$ cat config.mk
export PLATFORM = sky130hd
export DESIGN_NAME = ccc_lock_reset_seq
export DESIGN_NICKNAME = d
export VERILOG_FILES = /design/src/rtl/ccc_rst_pkg.sv /design/src/rtl/sync_ff_n.sv /design/src/rtl/ccc_lock_reset_seq.sv
export SDC_FILE = /design/constraint.sdc
export NUM_CORES = 1
export LEC_CHECK = 0
export CAP_MARGIN = 10
export CORE_MARGIN = 2
export CORE_UTILIZATION = 59
export CTS_CLUSTER_SIZE = 28
export DETAILED_ROUTE_END_ITERATION = 10
export HOLD_SLACK_MARGIN = 0.15
export MAX_ROUTING_LAYER = met4
export PLACE_DENSITY = 0.85
export SLEW_MARGIN = 20
export SYNTH_ARGS = -nofsm -noshare
export SYNTH_HDL_FRONTEND = slang
export SYNTH_SLANG_ARGS = --single-unit
$ cat constraint.sdc
create_clock -name CLK -period 5.1 [get_ports CLK]
set_clock_uncertainty 0.15 [all_clocks]
set_input_delay 1.02 -clock CLK [delete_from_list [all_inputs] [get_ports CLK]]
set_output_delay 1.02 -clock CLK [all_outputs]
set_load 0.02 [all_outputs]
$ cat src/rtl/ccc_rst_pkg.sv
// Shared types and constants for the CCC lock / reset sequencer.
package ccc_rst_pkg;

  localparam int LOST_CNT_W = 8;

  typedef enum logic [2:0] {
    WAIT_LOCK = 3'd0,
    REL_FAB   = 3'd1,
    RUN       = 3'd2,
    SOFT      = 3'd3
  } seq_state_t;

endpackage

$ cat src/rtl/sync_ff_n.sv
// N-stage single-bit synchronizer with asynchronous active-low reset to 0.
module sync_ff_n #(
  parameter int N = 2
) (
  input  logic clk,
  input  logic rst_n,
  input  logic d_i,
  output logic q_o
);

  logic [N-1:0] sync_q;

  // NOTE: sequential state uses non-blocking assignments and an async
  // active-low reset so every flop clears without needing a clock.
  always_ff @(posedge clk or negedge rst_n) begin
    if (!rst_n) sync_q <= '0;
    else        sync_q <= {sync_q[N-2:0], d_i};
  end

  assign q_o = sync_q[N-1];

endmodule

$ cat src/rtl/ccc_lock_reset_seq.sv
// Qualifies CCC lock, sequences fabric then NAND-controller reset release,
// filters lock loss and handles NAND-controller soft resets.
module ccc_lock_reset_seq
  import ccc_rst_pkg::*;
#(
  parameter int SYNC_STAGES     = 2,
  parameter int LOCK_STABLE_CYC = 1024,
  parameter int LOSS_FILT_CYC   = 4,
  parameter int CORE_DLY_CYC    = 16,
  parameter int SOFT_RST_CYC    = 8
) (
  input  logic                  CLK,
  input  logic                  RESET_N,
  input  logic                  PLL_LOCK,
  input  logic                  SOFT_RST_REQ,
  output logic                  FAB_RESET_N,
  output logic                  NFC_RESET_N,
  output logic                  LOCK_OK,
  output logic [LOST_CNT_W-1:0] LOCK_LOST_CNT,
  output logic [2:0]            SEQ_STATE
);

  localparam int STAB_W = $clog2(LOCK_STABLE_CYC + 1);
  localparam int LOSS_W = $clog2(LOSS_FILT_CYC + 1);
  localparam int DLY_W  = $clog2(CORE_DLY_CYC + 1);
  localparam int SOFT_W = $clog2(SOFT_RST_CYC + 1);

  logic lock_s;

  sync_ff_n #(.N(SYNC_STAGES)) u_lock_sync (
    .clk   (CLK),
    .rst_n (RESET_N),
    .d_i   (PLL_LOCK),
    .q_o   (lock_s)
  );

  seq_state_t            state_q, state_d;
  logic [STAB_W-1:0]     stab_cnt_q, stab_cnt_d;
  logic [LOSS_W-1:0]     loss_cnt_q, loss_cnt_d;
  logic [DLY_W-1:0]      dly_cnt_q,  dly_cnt_d;
  logic [SOFT_W-1:0]     soft_cnt_q, soft_cnt_d;
  logic [LOST_CNT_W-1:0] lost_cnt_q, lost_cnt_d;
  logic                  fab_q, fab_d, nfc_q, nfc_d, lock_ok_q, lock_ok_d;

  logic stab_done, dly_done, soft_done, loss_hit;

  assign stab_done = lock_s && (stab_cnt_q == STAB_W'(LOCK_STABLE_CYC - 1));
  assign dly_done  = (dly_cnt_q  == DLY_W'(CORE_DLY_CYC - 1));
  assign soft_done = (soft_cnt_q == SOFT_W'(SOFT_RST_CYC - 1));
  // The LOSS_FILT_CYC-th consecutive low sample is the qualified loss.
  assign loss_hit  = (state_q != WAIT_LOCK) && !lock_s &&
                     (loss_cnt_q == LOSS_W'(LOSS_FILT_CYC - 1));

  always_ff @(posedge CLK or negedge RESET_N) begin
    if (!RESET_N) state_q <= WAIT_LOCK;
    else          state_q <= state_d;
  end

  // NOTE: every combinational output gets a default first so no latch is inferred.
  always_comb begin
    state_d = state_q;
    unique case (state_q)
      WAIT_LOCK: if (stab_done) state_d = REL_FAB;
      REL_FAB:   if (loss_hit) state_d = WAIT_LOCK;
                 else if (dly_done) state_d = RUN;
      RUN:       if (loss_hit) state_d = WAIT_LOCK;
                 else if (SOFT_RST_REQ) state_d = SOFT;
      SOFT:      if (loss_hit) state_d = WAIT_LOCK;
                 else if (soft_done) state_d = RUN;
      default:   state_d = WAIT_LOCK;
    endcase
  end

  always_comb begin
    stab_cnt_d = '0;
    if (state_q == WAIT_LOCK && lock_s)
      stab_cnt_d = stab_done ? stab_cnt_q : stab_cnt_q + STAB_W'(1);

    loss_cnt_d = '0;
    if (state_q != WAIT_LOCK && !lock_s && !loss_hit)
      loss_cnt_d = loss_cnt_q + LOSS_W'(1);

    dly_cnt_d  = (state_q == REL_FAB && state_d == REL_FAB) ? dly_cnt_q + DLY_W'(1)  : '0;
    soft_cnt_d = (state_q == SOFT    && state_d == SOFT)    ? soft_cnt_q + SOFT_W'(1) : '0;

    lost_cnt_d = lost_cnt_q;
    if (loss_hit && lost_cnt_q != '1) lost_cnt_d = lost_cnt_q + LOST_CNT_W'(1);

    // Output flops load the value implied by the state being entered.
    fab_d     = (state_d != WAIT_LOCK);
    lock_ok_d = (state_d != WAIT_LOCK);
    nfc_d     = (state_d == RUN);
  end

  always_ff @(posedge CLK or negedge RESET_N) begin
    if (!RESET_N) begin
      stab_cnt_q <= '0;
      loss_cnt_q <= '0;
      dly_cnt_q  <= '0;
      soft_cnt_q <= '0;
      lost_cnt_q <= '0;
      fab_q      <= 1'b0;
      nfc_q      <= 1'b0;
      lock_ok_q  <= 1'b0;
    end else begin
      stab_cnt_q <= stab_cnt_d;
      loss_cnt_q <= loss_cnt_d;
      dly_cnt_q  <= dly_cnt_d;
      soft_cnt_q <= soft_cnt_d;
      lost_cnt_q <= lost_cnt_d;
      fab_q      <= fab_d;
      nfc_q      <= nfc_d;
      lock_ok_q  <= lock_ok_d;
    end
  end

  assign FAB_RESET_N   = fab_q;
  assign NFC_RESET_N   = nfc_q;
  assign LOCK_OK       = lock_ok_q;
  assign LOCK_LOST_CNT = lost_cnt_q;
  assign SEQ_STATE     = state_q;

endmodule

* Yosys cells after proc, flatten, opt, wreduce, memory -nomap -nowiden
Index checks and enable logic that the tools add are counted.
** Operators by class
- $add $sub $neg :: 5
- Equal/unequal tests :: 12
- Muxes and demuxes :: 13
- Reduce and logical (&&, ||, !) cells :: 13
** Operators with widths (count)
- 3-bit 2-to-1 mux :: 8
- 11-bit 2-to-1 mux :: 2
- 3-bit by 2-bit equality test with 1-bit output (second input constant) :: 5
- 3-bit one-hot mux with 4 select lines :: 1
- 11-bit by 1-bit adder with 11-bit output (second input constant) :: 1
- 11-bit by 10-bit equality test with 1-bit output (second input constant) :: 1
- 8-bit by 1-bit adder with 8-bit output (second input constant) :: 1
- 1-bit logical AND :: 8
- 8-bit inequality test (second input constant) :: 1
- 3-bit by 1-bit equality test with 1-bit output (second input constant) :: 2
- 3-bit nonzero test :: 2
- 5-bit by 1-bit adder with 5-bit output (second input constant) :: 1
- 5-bit by 4-bit equality test with 1-bit output (second input constant) :: 1
- 5-bit 2-to-1 mux :: 1
- 4-bit by 1-bit adder with 4-bit output (second input constant) :: 1
- 4-bit by 3-bit equality test with 1-bit output (second input constant) :: 1
- 4-bit 2-to-1 mux :: 1
- 3-bit by 1-bit adder with 3-bit output (second input constant) :: 1
- 3-bit zero test :: 1
- 1-bit zero test :: 2
- 2-bit inequality test (second input constant) :: 1
** Storage, ports and cells
- Bits in registers :: 38
- Input bits :: 4
- Output and inout bits :: 14
- Word-level logic and storage cells :: 52

* Depth between registers and ports, before layout
- Word-level depth :: 8
- Gate-level depth with buffers :: 6
- Gate-level depth less buffers :: 6

* Modules after synthesis
A second synthesis with hierarchy kept.
** Unflattened totals
- Cells, all modules :: 164
- Area total of the unflattened synthesis :: 1791.7 µm²
** By module, submodules not included
- ccc_lock_reset_seq :: times used 1, cells each 162, area each 1741.7 µm², sequential area each 900.9 µm²
- sync_ff_n :: times used 1, cells each 2, area each 50.0 µm², sequential area each 50.0 µm²

* Least setup slack after synthesis
OpenSTA, ideal clock, no wires.
- Path kind :: register to register
- Start :: register state_q[1] (netlist: SEQ_STATE[1])
- End :: register stab_cnt_q[2]
- Setup time :: 0.126 ns
- Arrival :: 1.709 ns
- Data required time :: 4.824 ns
- Path slack :: 3.116 ns
- Cell stages (with the launch flop) :: 6
- Path buffers :: 1
- Period minus slack after synthesis :: 1.984 ns
- Cell sequence :: dfrtp_1 or4b_1 buf_6 nor4_4 or3_2 a21oi_1
** On the way
- Longest elaborated chain between the ends :: 3
- Elaborated cells on any way between the ends :: 4
- Classes of those cells :: 1 x eq/ne; 1 x mux; 2 x reduce/logical
** Ends and longest elaborated chain
- start, declared :: line ccc_lock_reset_seq.sv:37 : seq_state_t state_q, state_d;
- start signal, assigned :: line ccc_lock_reset_seq.sv:56 : else state_q <= state_d;
- 3-bit zero test (*) :: line ccc_lock_reset_seq.sv:76 : if (state_q == WAIT_LOCK && lock_s)
- 1-bit logical AND (*) :: line ccc_lock_reset_seq.sv:76
- 2-bit inequality test (no line) / 11-bit 2-to-1 mux (equally long branches)
- end signal, assigned :: line ccc_lock_reset_seq.sv:106 : stab_cnt_q <= stab_cnt_d;
- end, declared :: line ccc_lock_reset_seq.sv:38 : logic [STAB_W-1:0] stab_cnt_q, stab_cnt_d;
Every way passes the cells marked *; elsewhere a longest branch is shown, timed or not.
A chain may end at the register's enable or synchronous reset.

* Final worst setup path
- Start :: register state_q[0] (netlist: SEQ_STATE[0])
- End :: output SEQ_STATE[0]
** RTL lines
- end, declared :: line ccc_lock_reset_seq.sv:20 : output logic [2:0] SEQ_STATE
No word-level cell between the ends.

==> results_dict.tcl <==
set metrics [dict create \
    outcome "finished with violations" \
    violations "design-rule violations" \
    grt_max_degree 39 \
    postSynth.asyncResetShare_pct 100 \
    max_cap_violations 0 \
    fmax_mhz 377 \
    vias_per_cell 5.83 \
    ioPinCount 18 \
    hold_viol 0 \
    path_cells "clkdlybuf4s50_1" \
    io_buffer_count 17 \
    max_stage_delay_ns 0.65 \
    rr_startpoint "loss_cnt_q[0]" \
    cts_resized 0 \
    first_iter_violations 53 \
    drt_wl_total_um 3150 \
    ir_drop_uv 259 \
    routedWlPerCell_um 14.3 \
    hold_path.class "reg2reg" \
    nFillCells 212 \
    diodes 0 \
    syn-num-nets 177 \
    cp-end-kind "output pin" \
    yosysSeqAreaShare_pct 53.3 \
    syn_avg_cell_area_um2 10.7 \
    num_vias 1282 \
    setup_viol 0 \
    routabilityCongestion 0.755 \
    cts.sinks 38 \
    worst-path-buf-inv 1 \
    cts_tree "done" \
    rsz0062_at_grt "no" \
    power_mw 0.595 \
    tightestPinTransition_ns 0.669 \
    drv_slew 0 \
    cp-start-kind "flip-flop" \
    slew-limit-headroom_pct 55.1 \
    preCtsSetupSlack_ns 2.81 \
    grt_pass1_vias 1261 \
    synth_seq_cells 38 \
    drive_above_1_share_pct 11.1 \
    post-route-period-util_pct 52.0 \
    die-area_um2 3480 \
    cts-buffers-inserted 5 \
    drc_errors 1 \
    cts_root_buf "clkbuf_4" \
    cp-startpoint "SEQ_STATE[0]" \
    start_util_pct 63.6 \
    fin_ws_ns 2.45 \
    htreeDepth 2 \
    core_um2 2810 \
    fp-row-count 19 \
    hold_buffers 0 \
    grt_antenna_before_repair 0 \
    path_clk_slew_ns 0.12 \
    synth_ff_type "dfrtp_1" \
    post-dp-hpwl_um 2300 \
    drt-pass1-iter-count 7 \
    slowest_stage "clkdlybuf4s50_1" \
    arrival_ns 1.48 \
    path_delay_family "buffers and inverters" \
    cp_data_required_time_ns 3.93 \
    post_cts_buffers 0 \
    postRouteAntennaNets 0 \
    clock_latency_ns 0.34 \
    tns_ns 0 \
    worstSetupPathType "reg2out" \
    grt_overflow 0 \
    period_needed_ns 2.65 \
    syn_area_um2 1780 \
    max-clock-path-buffers 2 \
    synth_edf_count 0 \
    postSynthCellCount 166 \
    p_leak_nw 0.929 \
    grt_pass1_wl_um 5460 \
    hold_start "u_lock_sync.sync_q[0]" \
    track_usage_pct 21.9 \
    syn2layout_area_growth_pct 17.1 \
    power.density_nw_per_um2 285 \
    critPathMaxFanout 9 \
    layout.nets 199 \
    synth_cell_types 43 \
    die_h_um 59.0 \
    fp.dieW_um 59.0 \
    ys_warn_count 0 \
]
-- worst paths after layout --
| check | endpoint | slack, ns | depth (start not counted) |
|---|---|---|---|
| max | SEQ_STATE[0] | 2.45 | 1 |
| min | u_lock_sync.sync_q[1] | 0.22 | 0 |
| max reg2reg | LOCK_LOST_CNT[5] | 2.89 | 6 |
| min reg2reg | u_lock_sync.sync_q[1] | 0.22 | 0 |
| max in group asynchronous | loss_cnt_q[2] | 3.53 | 2 |
| min in group asynchronous | stab_cnt_q[5] | 0.94 | 2 |
-- area by class of cell --
type                       instances  area, um2  share of cell area (%)
clock inverter                     2       60.1                    2.88
clock buffer                       6       51.3                    2.46
tap                               31       38.8                    1.86
timing repair buffer              18        178                    8.51
multi-input combinational        117        779                    37.3
sequential                        38        951                    45.5
inverter                           8       30.0                    1.44
-- synthesized netlist by cell type (2+ instances only) --
| cell type | instances | area [um2] |
|---|---|---|
| dfrtp_1 | 38 | 951 |
| nor2_1 | 16 | 60.1 |
| nand3_1 | 12 | 60.1 |
| nand2_1 | 11 | 41.3 |
| inv_1 | 8 | 30.0 |
| ha_1 | 7 | 87.6 |
| o21ai_0 | 5 | 25.0 |
| xnor2_1 | 5 | 43.8 |
| a21oi_1 | 4 | 20.0 |
| and3_1 | 4 | 25.0 |
| mux2_2 | 4 | 45.0 |
| nand4_1 | 4 | 25.0 |
| xor2_1 | 4 | 35.0 |
| a31oi_1 | 3 | 18.8 |
| nand4b_1 | 3 | 26.3 |
| nor3_1 | 3 | 15.0 |
| or3_2 | 3 | 22.5 |
| mux2i_1 | 2 | 20.0 |
| nand2b_1 | 2 | 12.5 |
| nor2b_1 | 2 | 12.5 |
| nor4_1 | 2 | 12.5 |
| o21ai_1 | 2 | 10.0 |
| or2_2 | 2 | 12.5 |
-- report_power, final --
part | switching, mW | total (mW) | internal (mW) | leakage (nW)
logic | 0.0138 | 0.0231 | 0.00938 | 0.349
registers | 0.00428 | 0.310 | 0.305 | 0.521
clock network | 0.0959 | 0.262 | 0.166 | 0.0585
-- per-stage QoR --
step	std cells	hold WS [ns]	cell area (um2)	util, %
detailed placement	212	0.201	1980	70.5
floorplan	166	0.181	1780	-
global route	220	0.229	2090	74.4
finish	220	0.221	2090	74.4
global placement	212	0.185	1980	70.5
CTS	220	0.226	2090	74.4
-- cell families after synthesis --
logic type | Yosys count | synth area share, %
xor+xnor | 9 | 4.42
other cells | 1 | 0.210
fa+ha+maj | 7 | 4.91
buf+inv | 11 | 2.95
flops | 38 | 53.3
compound gates | 22 | 7.79
simple gates | 72 | 22.7
mux | 6 | 3.65
-- placed cells by master (no fill, tap or decap), drive strengths merged, types with 3 or more instances in the layout --
cell           count
dfrtp             38
clkdlybuf4s50     17
nor2              16
nand3             12
nand2             11
inv                8
ha                 7
o21ai              7
clkbuf             6
xnor2              5
and3               4
a21oi              4
xor2               4
nand4              4
mux2               4
or3                4
nor3               3
nand4b             3
a31oi              3
nor4               3
-- registers in the layout (all words and copies together), names as in the netlist --
name	cells
NFC_RESET_N	1
u_lock_sync.sync_q	2
stab_cnt_q	11
SEQ_STATE	3
loss_cnt_q	3
dly_cnt_q	5
LOCK_OK	1
LOCK_LOST_CNT	8
soft_cnt_q	4
-- per-layer routing --
layer	routed length [um]	GRT usage, %	vias to the layer above
li1	-	-	639
met1	1450	25.9	617
met2	1570	34.4	20
met3	75	5.68	6
met4	54	11.4	0
met5	0	-	-
(Power assumes the default switching activity.)
